===== src/rtl/uart_pkg.sv =====
// rtl/uart_pkg.sv - shared UART receive-path constants and types
//
// UART_BIT_WIDTH  : default data bits per character, shared with the receiver
// uart_rx_entry_t : one buffered character, framing-error flag above the data
package uart_pkg;

  localparam int UART_BIT_WIDTH = 8;

  typedef struct packed {
    logic                      err;
    logic [UART_BIT_WIDTH-1:0] data;
  } uart_rx_entry_t;

endpackage


===== src/rtl/uart_rx_fifo_if.sv =====
// rtl/uart_rx_fifo_if.sv - receiver-side and host-side byte handshakes of the RX FIFO
//
// in_byte/in_err/in_valid/in_ready     : receiver -> FIFO character stream
// out_byte/out_err/out_valid/out_ready : FIFO -> host character stream
// master : the receiver and host (drive in_* and out_ready)
// slave  : the FIFO
interface uart_rx_fifo_if import uart_pkg::*; #(
  parameter int BIT_WIDTH = UART_BIT_WIDTH
);

  logic [BIT_WIDTH-1:0] in_byte;
  logic                 in_err;
  logic                 in_valid;
  logic                 in_ready;
  logic [BIT_WIDTH-1:0] out_byte;
  logic                 out_err;
  logic                 out_valid;
  logic                 out_ready;

  modport master (
    output in_byte, in_err, in_valid, out_ready,
    input  in_ready, out_byte, out_err, out_valid
  );

  modport slave (
    input  in_byte, in_err, in_valid, out_ready,
    output in_ready, out_byte, out_err, out_valid
  );

endinterface


===== src/rtl/uart_fifo_mem.sv =====
// rtl/uart_fifo_mem.sv - DEPTH x WIDTH storage, synchronous write, asynchronous read
//
// clk   : write clock
// we    : write enable
// waddr : write address
// wdata : write data
// raddr : read address
// rdata : read data (combinational from raddr)
// The array is deliberately not reset; the FIFO's count qualifies every read.
module uart_fifo_mem #(
  parameter int WIDTH = 9,
  parameter int DEPTH = 16,
  parameter int AW    = $clog2(DEPTH)
) (
  input  logic             clk,
  input  logic             we,
  input  logic [AW-1:0]    waddr,
  input  logic [WIDTH-1:0] wdata,
  input  logic [AW-1:0]    raddr,
  output logic [WIDTH-1:0] rdata
);

  logic [WIDTH-1:0] mem [DEPTH];

  always_ff @(posedge clk) begin
    if (we) begin
      mem[waddr] <= wdata;
    end
  end

  assign rdata = mem[raddr];

endmodule


===== src/rtl/uart_rx_fifo.sv =====
// rtl/uart_rx_fifo.sv - first-word-fall-through receive buffer with sticky overflow
//
// clk          : single clock, rising edge
// rst          : asynchronous active-low reset
// bus          : slave side of uart_rx_fifo_if (receiver in, host out)
// count        : entries currently stored
// overflow     : sticky, set when a character is dropped because the buffer is full
// clr_overflow : synchronous clear of overflow (a coincident drop wins)
module uart_rx_fifo import uart_pkg::*; #(
  parameter int BIT_WIDTH = UART_BIT_WIDTH,
  parameter int DEPTH     = 16
) (
  input  logic                   clk,
  input  logic                   rst,
  uart_rx_fifo_if.slave          bus,
  output logic [$clog2(DEPTH):0] count,
  output logic                   overflow,
  input  logic                   clr_overflow
);

  localparam int AW = $clog2(DEPTH);
  localparam int CW = AW + 1;
  localparam logic [CW-1:0] FULL_COUNT = CW'(DEPTH);

  logic [AW-1:0]      wptr;
  logic [AW-1:0]      rptr;
  logic               full;
  logic               empty;
  logic               wr_en;
  logic               rd_en;
  logic               drop;
  logic [BIT_WIDTH:0] wdata;
  logic [BIT_WIDTH:0] rdata;

  assign full  = (count == FULL_COUNT);
  assign empty = (count == '0);

  // A full buffer still accepts when the host frees the head slot this cycle.
  assign bus.in_ready  = !full || bus.out_ready;
  assign bus.out_valid = !empty;

  assign wr_en = bus.in_valid && bus.in_ready;
  assign rd_en = !empty && bus.out_ready;
  assign drop  = bus.in_valid && !bus.in_ready;

  assign wdata = {bus.in_err, bus.in_byte};

  // Stale storage is masked so an empty buffer presents all zeros.
  assign {bus.out_err, bus.out_byte} = empty ? '0 : rdata;

  uart_fifo_mem #(
    .WIDTH (BIT_WIDTH + 1),
    .DEPTH (DEPTH)
  ) u_mem (
    .clk   (clk),
    .we    (wr_en),
    .waddr (wptr),
    .wdata (wdata),
    .raddr (rptr),
    .rdata (rdata)
  );

  always_ff @(posedge clk or negedge rst) begin
    if (!rst) begin
      wptr     <= '0;
      rptr     <= '0;
      count    <= '0;
      overflow <= 1'b0;
    end else begin
      if (wr_en) begin
        wptr <= wptr + 1'b1;
      end
      if (rd_en) begin
        rptr <= rptr + 1'b1;
      end
      case ({wr_en, rd_en})
        2'b10:   count <= count + 1'b1;
        2'b01:   count <= count - 1'b1;
        default: count <= count;
      endcase
      if (drop) begin
        overflow <= 1'b1;
      end else if (clr_overflow) begin
        overflow <= 1'b0;
      end
    end
  end

endmodule


===== src/flat_wrapper.sv =====
// flat-port wrapper written by rule: the top's interface ports become plain ports
module uart_rx_fifo_flat import uart_pkg::*;
#(
  parameter int BIT_WIDTH = UART_BIT_WIDTH,
  parameter int DEPTH     = 16
)
  (clk, rst, count, overflow, clr_overflow, bus_in_byte, bus_in_err, bus_in_valid, bus_out_ready, bus_in_ready, bus_out_byte, bus_out_err, bus_out_valid);
  uart_rx_fifo_if #(.BIT_WIDTH(BIT_WIDTH)) bus_i ();
  input  logic clk;
  input  logic rst;
  output logic [$clog2(DEPTH):0] count;
  output logic overflow;
  input  logic clr_overflow;
  input wire logic [$bits(bus_i.in_byte)-1:0] bus_in_byte;
  input wire logic [$bits(bus_i.in_err)-1:0] bus_in_err;
  input wire logic [$bits(bus_i.in_valid)-1:0] bus_in_valid;
  input wire logic [$bits(bus_i.out_ready)-1:0] bus_out_ready;
  output wire logic [$bits(bus_i.in_ready)-1:0] bus_in_ready;
  output wire logic [$bits(bus_i.out_byte)-1:0] bus_out_byte;
  output wire logic [$bits(bus_i.out_err)-1:0] bus_out_err;
  output wire logic [$bits(bus_i.out_valid)-1:0] bus_out_valid;
  assign bus_i.in_byte = bus_in_byte;
  assign bus_i.in_err = bus_in_err;
  assign bus_i.in_valid = bus_in_valid;
  assign bus_i.out_ready = bus_out_ready;
  assign bus_in_ready = bus_i.in_ready;
  assign bus_out_byte = bus_i.out_byte;
  assign bus_out_err = bus_i.out_err;
  assign bus_out_valid = bus_i.out_valid;
  uart_rx_fifo #(.BIT_WIDTH(BIT_WIDTH), .DEPTH(DEPTH)) u_core (.clk(clk), .rst(rst), .bus(bus_i), .count(count), .overflow(overflow), .clr_overflow(clr_overflow));
endmodule

===== config.mk =====
export PLATFORM = sky130hd
export DESIGN_NAME = uart_rx_fifo_flat
export DESIGN_NICKNAME = d
export VERILOG_FILES = /design/src/rtl/uart_pkg.sv /design/src/rtl/uart_rx_fifo_if.sv /design/src/rtl/uart_fifo_mem.sv /design/src/rtl/uart_rx_fifo.sv /design/src/flat_wrapper.sv
export SDC_FILE = /design/constraint.sdc
export NUM_CORES = 1
export LEC_CHECK = 0
export CORE_ASPECT_RATIO = 1.25
export CORE_MARGIN = 8
export CORE_UTILIZATION = 56
export CTS_CLUSTER_SIZE = 40
export DETAILED_ROUTE_END_ITERATION = 8
export GPL_ROUTABILITY_DRIVEN = 1
export GPL_TIMING_DRIVEN = 0
export PLACE_DENSITY = 0.77
export SLEW_MARGIN = 10
export SYNTH_ARGS = -nofsm -noshare
export SYNTH_HDL_FRONTEND = slang
export SYNTH_HIERARCHICAL = 1
export SYNTH_SLANG_ARGS = --single-unit

===== constraint.sdc =====
create_clock -name clk -period 4.6 [get_ports clk]
set_clock_uncertainty 0.2 [all_clocks]
set_input_delay 0.46 -clock clk [delete_from_list [all_inputs] [get_ports clk]]
set_output_delay 0.46 -clock clk [all_outputs]
set_load 0.05 [all_outputs]

---- Word-level counts from Yosys, hierarchy flattened ----
Memories as Yosys holds them, arrays and structs flattened.
Cells that the tools add are included.
word-level totals
  logic and storage cells ................. 28
  memory bits (read-only) ................. 0
  output and inout port bits .............. 17
  memories kept ........................... 1
  RAM bits ................................ 144
  input bits .............................. 14
  register bits after elaboration ......... 14
  latch bits .............................. 0
cells by class
  add/subtract/negate cells ............... 4
  multiply operators ...................... 0
  div/mod/pow operators ................... 0
  eq/ne operators ......................... 3
  bitwise gates (word level) .............. 0
  mux-type cells .......................... 6
  reductions and logical operators ........ 10
  $lt $le $gt $ge ......................... 0
  shift-type cells ........................ 0
memory list
  name              words  bits a word  read ports  clocked after memory_dff  write ports  line                 source
  u_core.u_mem.mem  16     9            1           0                         1            uart_fifo_mem.sv:23  logic [WIDTH-1:0] mem [DEPTH];
operator list
  kind                                                                 count
  5-bit one-hot mux with 2 select lines                                1
  9-bit two-way mux                                                    1
  4-bit by 1-bit adder with 4-bit output (second input constant)       2
  5-bit by 1-bit adder with 5-bit output (second input constant)       1
  5-bit == test (second input constant)                                1
  5-bit zero test                                                      1
  5-bit by 1-bit subtractor with 5-bit output (second input constant)  1
  1-bit two-way mux                                                    4
  2-bit nonzero test                                                   2
  1-bit logical AND                                                    3
  1-bit zero test                                                      3
  2-bit by 1-bit == test with 1-bit output (second input constant)     1
  2-bit == test (second input constant)                                1
  1-bit logical OR                                                     1

---- Depth between registers and ports, before layout ----
  depth after elaboration ................. 6
  gate-level depth with buffers ........... 10
  depth with buffers taken out ............ 10

---- By module ----
The synthesis kept the hierarchy.
by module, submodules not included
  module         times used  seq. area each (µm²)  cells each  area an instance (µm²)
  uart_fifo_mem  1           4,324.1               245         5,600.4
  uart_rx_fifo   1           350.3                 82          850.8

---- Worst setup path before layout ----
Ideal clock, no wire load.
  kind .................................... register to register
  from .................................... register u_core.count[0]
  to ...................................... register u_core.count[4]
  arrival time ............................ 2.829 ns
  setup time .............................. 0.135 ns
  clock period less this slack ............ 3.164 ns
  path slack .............................. 1.436 ns
  path buffers ............................ 0
  required time ........................... 4.265 ns
  cell stages (with the launch flop) ...... 10
  cells stage by stage .................... dfrtp_1 > nor4_2 > nand3_2 > nand2_2 > ha_1 > ha_1 > nor2b_1 > or4_1 > nand3_1 > o311ai_1
on the way
  longest elaborated chain between the ends .. 6
  elaborated cells between the ends (all ways) .. 13
  classes of those cells .................. add/sub: 2; eq/ne: 3; mux: 1; reduce/logical: 7
ends and longest elaborated chain
  element                                                                      line                source
  from (decl)                                                                  uart_rx_fifo.sv:16  output logic [$clog2(DEPTH):0] count,
  from (signal assigned)                                                       uart_rx_fifo.sv:77  2'b10: count <= count + 1'b1;
  from (signal assigned)                                                       uart_rx_fifo.sv:78  2'b01: count <= count - 1'b1;
  from (signal assigned)                                                       uart_rx_fifo.sv:79  default: count <= count;
  5-bit == test *                                                              uart_rx_fifo.sv:35  assign full = (count == FULL_COUNT);
  1-bit zero test *                                                            uart_rx_fifo.sv:39  assign bus.in_ready = !full || bus.out_ready;
  1-bit logical OR *                                                           uart_rx_fifo.sv:39
  named net bus_in_ready                                                       flat_wrapper.sv:18  output wire logic [$bits(bus_i.in_ready)-1:0] bus_in_ready;
  1-bit logical AND *                                                          uart_rx_fifo.sv:42  assign wr_en = bus.in_valid && bus.in_ready;
  2-bit by 1-bit == test with 1-bit output or 2-bit == test (tied branches)    uart_rx_fifo.sv:76  case ({wr_en, rd_en})
  5-bit one-hot mux with 2 select lines or 2-bit nonzero test (tied branches)  n/a
Mark *: on every way through the listed nets, which the timed path passes. The rest lies on a longest branch.
A chain may end at the register's enable or synchronous reset.

---- Worst setup path after layout ----
  from .................................... register u_core.rptr[1]
  to ...................................... output port bus_out_byte[2]
on the way
  longest elaborated chain between the ends .. 2
ends and longest elaborated chain
  element                    line                source
  from (decl)                uart_rx_fifo.sv:26  logic [AW-1:0] rptr;
  from (signal assigned)     uart_rx_fifo.sv:74  rptr <= rptr + 1'b1;
  memory read 16 x 9 bit     n/a
  named net u_core.rdata[2]  uart_rx_fifo.sv:33  logic [BIT_WIDTH:0] rdata;
  9-bit two-way mux          uart_rx_fifo.sv:49  assign {bus.out_err, bus.out_byte} = empty ? '0 : rdata;
  to (decl)                  flat_wrapper.sv:19  output wire logic [$bits(bus_i.out_byte)-1:0] bus_out_byte;
The timed path passes the listed nets, and every way through them passes these cells.

==> reports/qor.yml <==
cts_resized: 0
final_area_um2: 7550
dieArea_um2: 15200
relSlewSlack_pct: 38.5
initial_core_util_pct: 56.3
numClockSinks: 158
timing_worst_setup_path_type: "flip-flop to primary output"
fmax_mhz: 266
layout_setup_ws_ps: 838
final_common_cell: "edfxtp_1"
drive_gt1_share_pct: 20.1
worst_slew_pin_slew_ps: 919
hold_violations: 0
port_buffers: 30
irDropWorstVdd_v: 0.000506
grt_first_pass_wirelength_um: 18400
grt_antenna_before_repair: 0
endpoint_kind: "primary output"
drc: 0
synthCells: 327
clk_pin_slew_worst_paths_ps: 60
fp.coreArea_um2: 11500
dpl.hpwl_um: 7920
power_mw: 5.22
first_pass_iters: 5
wl_um: 12000
worstPathMaxFanout: 10
ys_async_sr_fraction_pct: 8.86
wl_per_cell_um: 22.8
rsz0062_at_grt: "false"
viasPerCell: 6.16
cp-start-kind: "flip-flop"
ant_nets: 0
outcome: "finished, final reports clean"
hp-class: "input port to asynchronous set/reset pin"
gp_congestion: 0.787
die_height_um: 136
rows: 44
p_leak_nw: 2.56
cts.path.max_buffers: 2
cp_data_arrival_time_ps: 3100
dp.cells: 495
gr-total-overflow: 0
required_ps: 3940
synth_seq_cells: 158
cts_max_level: 4
cts_tree: "built"
max-cap-violations: 0
synth_edf_count: 144
grtUsageTotal_pct: 16.7
diodes: 0
hold_buffers: 0
via_count: 3244
syn_area_per_cell_um2: 19.7
num-fill-cells: 749
fin_util_pct: 66.0
pwr_density_cell_nw_per_um2: 691
ys_seq_area_share_pct: 72.5
grt_max_degree: 17
ys_warn_count: 6
setup_violations: 0
syn_to_final_growth_pct: 17.1
dpl_cell_area_um2: 6940
drtIter0Drc: 300
tns_ps: 0
holdWs_ps: 241
cts_root_buf: "clkbuf_16"
finalNetCount: 397
min_period_over_period_pct: 81.8
synthesis.area_um2: 6450
fin_cells: 527
cts_buffers: 17
final_cell_mix: "144 x edfxtp_1, 30 x clkdlybuf4s50_1, 21 x clkbuf_16, 21 x mux4_2, 18 x a22oi_1"
first_global_vias: 3236
period_minus_slack_ps: 3760
post_cts_buffers: 0
die_x_um: 112
drv_slew: 0
r2r_slack_ps: 1600
pre_cts_slack_ps: 1270
clk_latency_ps: 410
synth.distinct_cells: 48
synth_nets: 348
synth_top_flop_cell: "edfxtp_1"
io_pins: 31
cell usage after synthesis, drive strengths merged (2+ instances only):
| master | instances | area [µm²] |
|---|---|---|
| edfxtp | 144 | 4320 |
| mux4 | 36 | 867 |
| a22oi | 18 | 135 |
| dfrtp | 14 | 350 |
| nand2 | 14 | 55.1 |
| nor2 | 14 | 55.1 |
| and2 | 10 | 62.6 |
| buf | 8 | 76.3 |
| inv | 8 | 30.0 |
| ha | 6 | 75.1 |
| nor3 | 6 | 30.0 |
| nand3 | 5 | 30.0 |
| xor2 | 5 | 43.8 |
| clkbuf | 4 | 28.8 |
| o21ai | 4 | 20.0 |
| xnor2 | 4 | 35.0 |
| nand2b | 3 | 18.8 |
| and2b | 2 | 16.3 |
| mux2 | 2 | 26.3 |
| nand3b | 2 | 15.0 |
| nor2b | 2 | 12.5 |
| or3b | 2 | 17.5 |
flip-flops by register name, summed over array words and instances (netlist names):
register	count
u_core/count	5
u_core/overflow	1
u_core/rptr	4
u_core/u_mem/mem	144
u_core/wptr	4
kinds of logic after synthesis:
group / Yosys count / share of synthesized area [%]
XOR/XNOR: 9 / 1.22
buffers and inverters: 21 / 2.25
flip-flops: 158 / 72.5
AO/OA/AOI/OAI: 28 / 3.12
adder cells (fa/ha/maj): 7 / 1.47
multiplexers: 39 / 14.0
AND/OR/NAND/NOR: 65 / 5.47
path summary, 6_finish.rpt:
check,end,startpoint,depth (start not counted)
worst max-delay path,bus_out_byte[2],u_core/rptr[1],7
worst min-delay path,u_core/count[3],rst,1
worst max register to register,u_core/count[4],u_core/count[0],9
worst min register to register,u_core/overflow,u_core/overflow,2
max in group asynchronous,u_core/rptr[2],rst,1
min in group clk,u_core/overflow,u_core/overflow,2
layout make-up:
class / instances / area, µm² / share of cell area, %
multi-input combinational: 148 / 1650 / 21.9
clock inverter: 10 / 70.1 / 0.928
buffer: 13 / 115 / 1.52
timing repair buffer: 30 / 300 / 3.98
sequential: 158 / 4670 / 61.9
tap: 138 / 173 / 2.29
clock buffer: 22 / 539 / 7.14
inverter: 8 / 30.0 / 0.398
layer usage:
layer  track usage, %  vias to the layer above  routed length (µm)
li1                 -                     1439                   -
met1             19.6                     1661                4690
met2             28.5                      126                6220
met3             4.36                       18                 829
met4             7.59                        0                 266
met5                0                        -                   0
power by group:
part | switching (mW) | internal (mW)
Combinational | 1.14 | 0.812
Clock | 0.527 | 0.833
Sequential | 0.131 | 1.77
critical path: stages (launching register included):
cell and delay, ps:
dfrtp_1 400, clkbuf_8 190, clkbuf_1 530, mux4_2 450, a22oi_1 200, nand2_1 60
and2_1 140, clkdlybuf4s50_1 700
Power figures use the tool's default switching activity.
==> variant 1: new RTL, same settings <==
`DEPTH` is set to 16 in 3 places; all go to 32.
--- a/src/rtl/uart_fifo_mem.sv
+++ b/src/rtl/uart_fifo_mem.sv
@@ -11,3 +11,3 @@
   parameter int WIDTH = 9,
-  parameter int DEPTH = 16,
+  parameter int DEPTH = 32,
   parameter int AW    = $clog2(DEPTH)
--- a/src/rtl/uart_rx_fifo.sv
+++ b/src/rtl/uart_rx_fifo.sv
@@ -10,3 +10,3 @@
   parameter int BIT_WIDTH = UART_BIT_WIDTH,
-  parameter int DEPTH     = 16
+  parameter int DEPTH     = 32
 ) (
--- a/src/flat_wrapper.sv
+++ b/src/flat_wrapper.sv
@@ -4,3 +4,3 @@
   parameter int BIT_WIDTH = UART_BIT_WIDTH,
-  parameter int DEPTH     = 16
+  parameter int DEPTH     = 32
 )
Interface: changed (resized count); port bits go from 31 to 32. No check against the original RTL was run, so the function may have changed too.
==> variant 1 against the original RTL <==
- total power is 71% higher
- combinational power up 64%
- area after synthesis grew 89%
- cell area grew 82%
- non-clock buffer count increased by 12
- setup slack worse by 700 ps
- count of clock-buffer cells in the layout increased by 6
- wire length grew 98%
- die area up 75%
- fmax shrank 16%
- sequential cell count is 147 higher
- synthesized cell count increased by 70%
- largest power group is now sequential cells
==> variant 1: results (changes against the original RTL) <==
- Number of synthesized flops with an enable pin: 288 (+100%)
- End of the worst register-to-register path: u_core/count[5]
- Syn_area_per_cell: 21.9 µm² (+11%)
- Synth top area cells: edfxtp_1 (71%), mux4_2 (17%), dfrtp_1 (3.5%)
- Peak supply drop: 722 µV (+43%)
- WP data arrival: 3800 ps (+700 ps)
- Layout Nets: 638 (+61%)
- Worst r2r src: u_core/count[0]
- Clock Path Buffers: 3 (+1)
- Period utilisation layout: 0.970 (+0.153)
- Post-CTS setup repair buffer count: 0 (unchanged)
- Worst slew pin tran: 1200 ps (+284 ps)
- CTS Root Cell: clkbuf_16
- Reg2Reg Depth: 8 (-1)
- Syn_nets: 578 (+66%)
- Synth warnings: 6 (unchanged)
- Initial antenna violation count: 0 (unchanged)
- CP max-delay cell: clkdlybuf4s50_1
- Placed cells: 866 (+75%)
- Post-synth top cells: edfxtp_1 (288), mux4_2 (90), nor2_1 (38)
- Synth unique cells: 45 (-6.3%)
- # fillers: 1,374 (+83%)
- Largest registers: u_core/u_mem/mem: 288 flops, u_core/count: 6 flops
- First-pass GRT wire length: 36.1 mm (+97%)
- CTS H-tree lvls: 1 (-3)
- Crit-path max cell delay: 690 ps
- Reg clk slew, reported paths: 60 ps (about the same)
- Number of global-route vias before repair: 5,882 (+82%)
- Ant. Diodes: 0 (unchanged)
- GRT Total Usage: 0.180 (+0.0131)
- Post-synthesis sequential area ratio: 0.746 (+0.0213)
- Vias per cell: 6.25 (+1.5%)
- DP Worst Slack: 343 ps (-929 ps)
- Average wire per standard cell: 26.0 µm (+14%)
- DP HPWL: 15.7 mm (+98%)
- Number of CTS-inserted buffers: 27 (+10)
- Leak: 4.39 nW (+71%)
- Initial drt markers: 549 (+83%)
- Asr flop ratio synth: 0.0557 (-0.0329)
- Number of port buffers: 31 (+3.3%)
- Area after DPL: 12,800 µm² (+85%)
- Routability cong.: 0.785 (-0.25%)
- FF-to-FF setup slack: 1020 ps (-580 ps)
- Worst hold path class: input pin to asynchronous set/reset pin
- Clk Latency, worst-skew pair: 520 ps (+110 ps)
- Largest net degree at the start of global routing: 33 (+16)
- Non-Filler Instances: 914 (+73%)
- Layout cells sized above 1: 0.269 (+0.0688)
- Status: finished clean
- DRT Pass-1 Iters: 5 (unchanged)
## variant 1: cell count changes in the layout (fill, tap and decap cells not counted), moves of 4 or more
cell       unedited run  this run
buf_4                 1         7
mux4_2               21        90
buf_2                 3        10
clkinv_1              1         7
clkbuf_16            21        27
clkbuf_1              2         7
edfxtp_1            144       288
nor2_1               13        38
mux4_1               15         0
a22oi_1              18         0
mux2_2                1         9
bufinv_16             0         5
nor3_2                4         0
nand2_1              13         7
## variant 1: through the flow
step | hold WS [ps] | util
2_1_floorplan | -35.6 | -
3_3_place_gp | 302 | 0.599
3_5_place_dp | 323 | 0.599
4_1_cts | 216 | 0.642
5_1_grt | 258 | 0.641
6_report | 196 | 0.641
## variant 1: cell families after synthesis
family	after synthesis	share of synthesized area
fa+ha+maj	8	0.00885
xor+xnor	11	0.00792
buf+inv	33	0.0131
flops	305	0.746
mux	102	0.178
compound gates	17	0.0111
simple gates	80	0.0349
## variant 1: report_power, final
group | internal [W] | switching (W) | leakage [nW]
clock network | 0.00135 | 0.000929 | 0.443
registers | 0.00329 | 0.000170 | 2.80
logic | 0.00144 | 0.00178 | 1.15
## variant 1: final cells by class
cell class | count | area share
clock buffers | 28 | 0.0495
plain buffers | 24 | 0.00985
well taps | 279 | 0.0254
clock inverters | 20 | 0.0165
inverters | 9 | 0.00246
multi-input cells | 218 | 0.214
repair buffers | 31 | 0.0215
flip-flops and latches | 305 | 0.661
## variant 1: metal layers
layer	routed length (µm)	part of all wire	track usage	vias to the layer above
li1	-	-	-	2428
met1	9580	0.40	0.239	3017
met2	11900	0.50	0.298	224
met3	1650	0.069	0.0365	42
met4	606	0.026	0.0507	0
met5	0	0	0	-
## variant 1: worst max path at each step
stage                    start              end  cells past startpoint
6_report        u_core/rptr[2]  bus_out_byte[4]                      7
5_1_grt         u_core/rptr[2]  bus_out_byte[4]                      7
4_1_cts         u_core/rptr[2]  bus_out_byte[4]                      7
3_5_place_dp    u_core/rptr[2]  bus_out_byte[5]                      7
3_3_place_gp    u_core/rptr[2]  bus_out_byte[5]                      7
2_1_floorplan  u_core/count[0]  u_core/count[5]                      8
## variant 1: critical path, delay by kind of cell (launching register included)
kind / cells / cell delay (ps)
buf+inv: 3 / 1470
mux: 3 / 1240
flops: 1 / 420
simple gates: 1 / 140
## variant 1: repair_timing
action	CTS	global route
hold buffers	0	0
setup endpoints to repair	9	9
gates resized for setup	8	4
==> variant 2: new RTL, config.mk and constraints unchanged <==
Made on the original files. Put one more register stage on the output `count`, with the module's reset. The value now appears one clock later. The other outputs are not delayed to match.
--- a/src/rtl/uart_rx_fifo.sv
+++ b/src/rtl/uart_rx_fifo.sv
@@ -24,2 +24,4 @@
 
+  logic [$clog2(DEPTH):0] count_s0;
+
   logic [AW-1:0]      wptr;
@@ -34,4 +36,4 @@
 
-  assign full  = (count == FULL_COUNT);
-  assign empty = (count == '0);
+  assign full  = (count_s0 == FULL_COUNT);
+  assign empty = (count_s0 == '0);
 
@@ -66,3 +68,3 @@
       rptr     <= '0;
-      count    <= '0;
+      count_s0 <= '0;
       overflow <= 1'b0;
@@ -76,5 +78,5 @@
       case ({wr_en, rd_en})
-        2'b10:   count <= count + 1'b1;
-        2'b01:   count <= count - 1'b1;
-        default: count <= count;
+        2'b10:   count_s0 <= count_s0 + 1'b1;
+        2'b01:   count_s0 <= count_s0 - 1'b1;
+        default: count_s0 <= count_s0;
       endcase
@@ -88,2 +90,10 @@
 
+  always_ff @(posedge clk or negedge rst) begin
+    if (!rst) begin
+      count <= '0;
+    end else begin
+      count <= count_s0;
+    end
+  end
+
 endmodule
Function: changed (a bounded check fails within 4 cycles, from zero or initial values and one cycle with rst low).
==> variant 2 against the original RTL <==
- cell area rose by 1.4%
- global-route usage increased by 1.2 points
- setup slack got worse by 56 ps
- sequential share of layout area grew 0.76 points
- area after synthesis rose by 2.6%
- wire length grew 8.2%
- largest cell class unchanged
- sequential power increased by 4%
- sequential cell count rose by 5
- total power grew 0.64%
- critical endpoint is now bus_out_err
- largest power group is now sequential cells
==> variant 2: results (changes against the original RTL) <==
- WP data arrival: 3160 ps (+60 ps)
- Placed cells: 503 (+1.6%)
- Post-synthesis sequential area ratio: 0.725 (+0.000823)
- Reg2Reg Depth: 10 (+1)
- Routability cong.: 0.767 (-2.6%)
- Status: finished clean
- Synth Area in XOR/XNOR: 0.0146 (+0.00234)
- Sw Ratio: 0.343 (-0.00231)
- Final setup margin: 782 ps (-55.5 ps)
- Hold_ws: 178 ps (-63.0 ps)
- Initial drt markers: 275 (-8.3%)
- Worst slew pin tran: 954 ps (+35.2 ps)
- # fillers: 753 (+0.53%)
- Asr flop ratio synth: 0.117 (+0.0280)
- Synth Area in Adders: 0.0113 (-0.00339)
- Number of global-route vias before repair: 3,441 (+6.3%)
- DP HPWL: 8.16 mm (+3.0%)
- Largest net degree at the start of global routing: 20 (+3)
- Syn_nets: 355 (+2.0%)
- Post-synthesis mux area share: 0.140 (-0.000281)
- Leak: 2.60 nW (+1.4%)
- Post-synth top cells: edfxtp_1 (144), mux4_2 (21), dfrtp_1 (19)
- Largest registers: u_core/u_mem/mem: 144 flops, u_core/count: 5 flops, u_core/count_s0: 5 flops
- DP Worst Slack: 1170 ps (-103 ps)
- GRT Total Usage: 0.178 (+0.0115)
- Peak supply drop: 399 µV (-21%)
- First-pass GRT wire length: 19.8 mm (+7.9%)
- Non-Filler Instances: 534 (+1.3%)
- Layout Nets: 404 (+1.8%)
- Area after DPL: 7110 µm² (+2.4%)
- Vias post-DR: 3,243 (-0.031%)
- FF-to-FF setup slack: 1630 ps (+30 ps)
- Worst hold path class: flip-flop to flip-flop
variant 2: worst max path at each step:
stage,startpoint,end,cells past startpoint
after global placement,bus_out_ready,u_core/u_mem/mem[0][4],7
after detailed placement,u_core/rptr[1],bus_out_err,7
after floorplan,u_core/count_s0[1],u_core/count_s0[4],12
after global routing,u_core/rptr[1],bus_out_err,7
after CTS,u_core/rptr[1],bus_out_err,7
final,u_core/rptr[1],bus_out_err,7
variant 2: worst reg2reg max path: cells and delay by family, from the launching register on:
| family | cells | cell delay, ps |
|---|---|---|
| compound gates | 3 | 760 |
| fa+ha+maj | 2 | 500 |
| flops | 1 | 400 |
| xor+xnor | 2 | 300 |
| buf+inv | 2 | 330 |
| simple gates | 1 | 370 |
variant 2: cell type report:
| cell class | count | area [µm²] | share of cell area |
|---|---|---|---|
| clock buffers | 21 | 440 | 0.0575 |
| plain buffers | 15 | 131 | 0.0171 |
| inverters | 6 | 22.5 | 0.00294 |
| multi-input cells | 151 | 1680 | 0.220 |
| clock inverters | 10 | 111 | 0.0145 |
| repair buffers | 30 | 300 | 0.0392 |
| flip-flops and latches | 163 | 4800 | 0.626 |
| well taps | 138 | 173 | 0.0225 |
variant 2: power groups by stage:
| stage | Clock, W | Combinational [W] | Sequential (W) |
|---|---|---|---|
| after floorplan | 0 | 0.00133 | 0.00204 |
| after global placement | 0 | 0.00194 | 0.00197 |
| after detailed placement | 0 | 0.00198 | 0.00200 |
| after CTS | 0.00133 | 0.00200 | 0.00197 |
| after global routing | 0.00139 | 0.00208 | 0.00199 |
| final | 0.00131 | 0.00197 | 0.00197 |
variant 2: layer usage:
metal  GRT usage  wire (µm)
met1       0.205       4900
met2       0.319       7290
met3      0.0461        717
met4      0.0593         91
met5           0          0
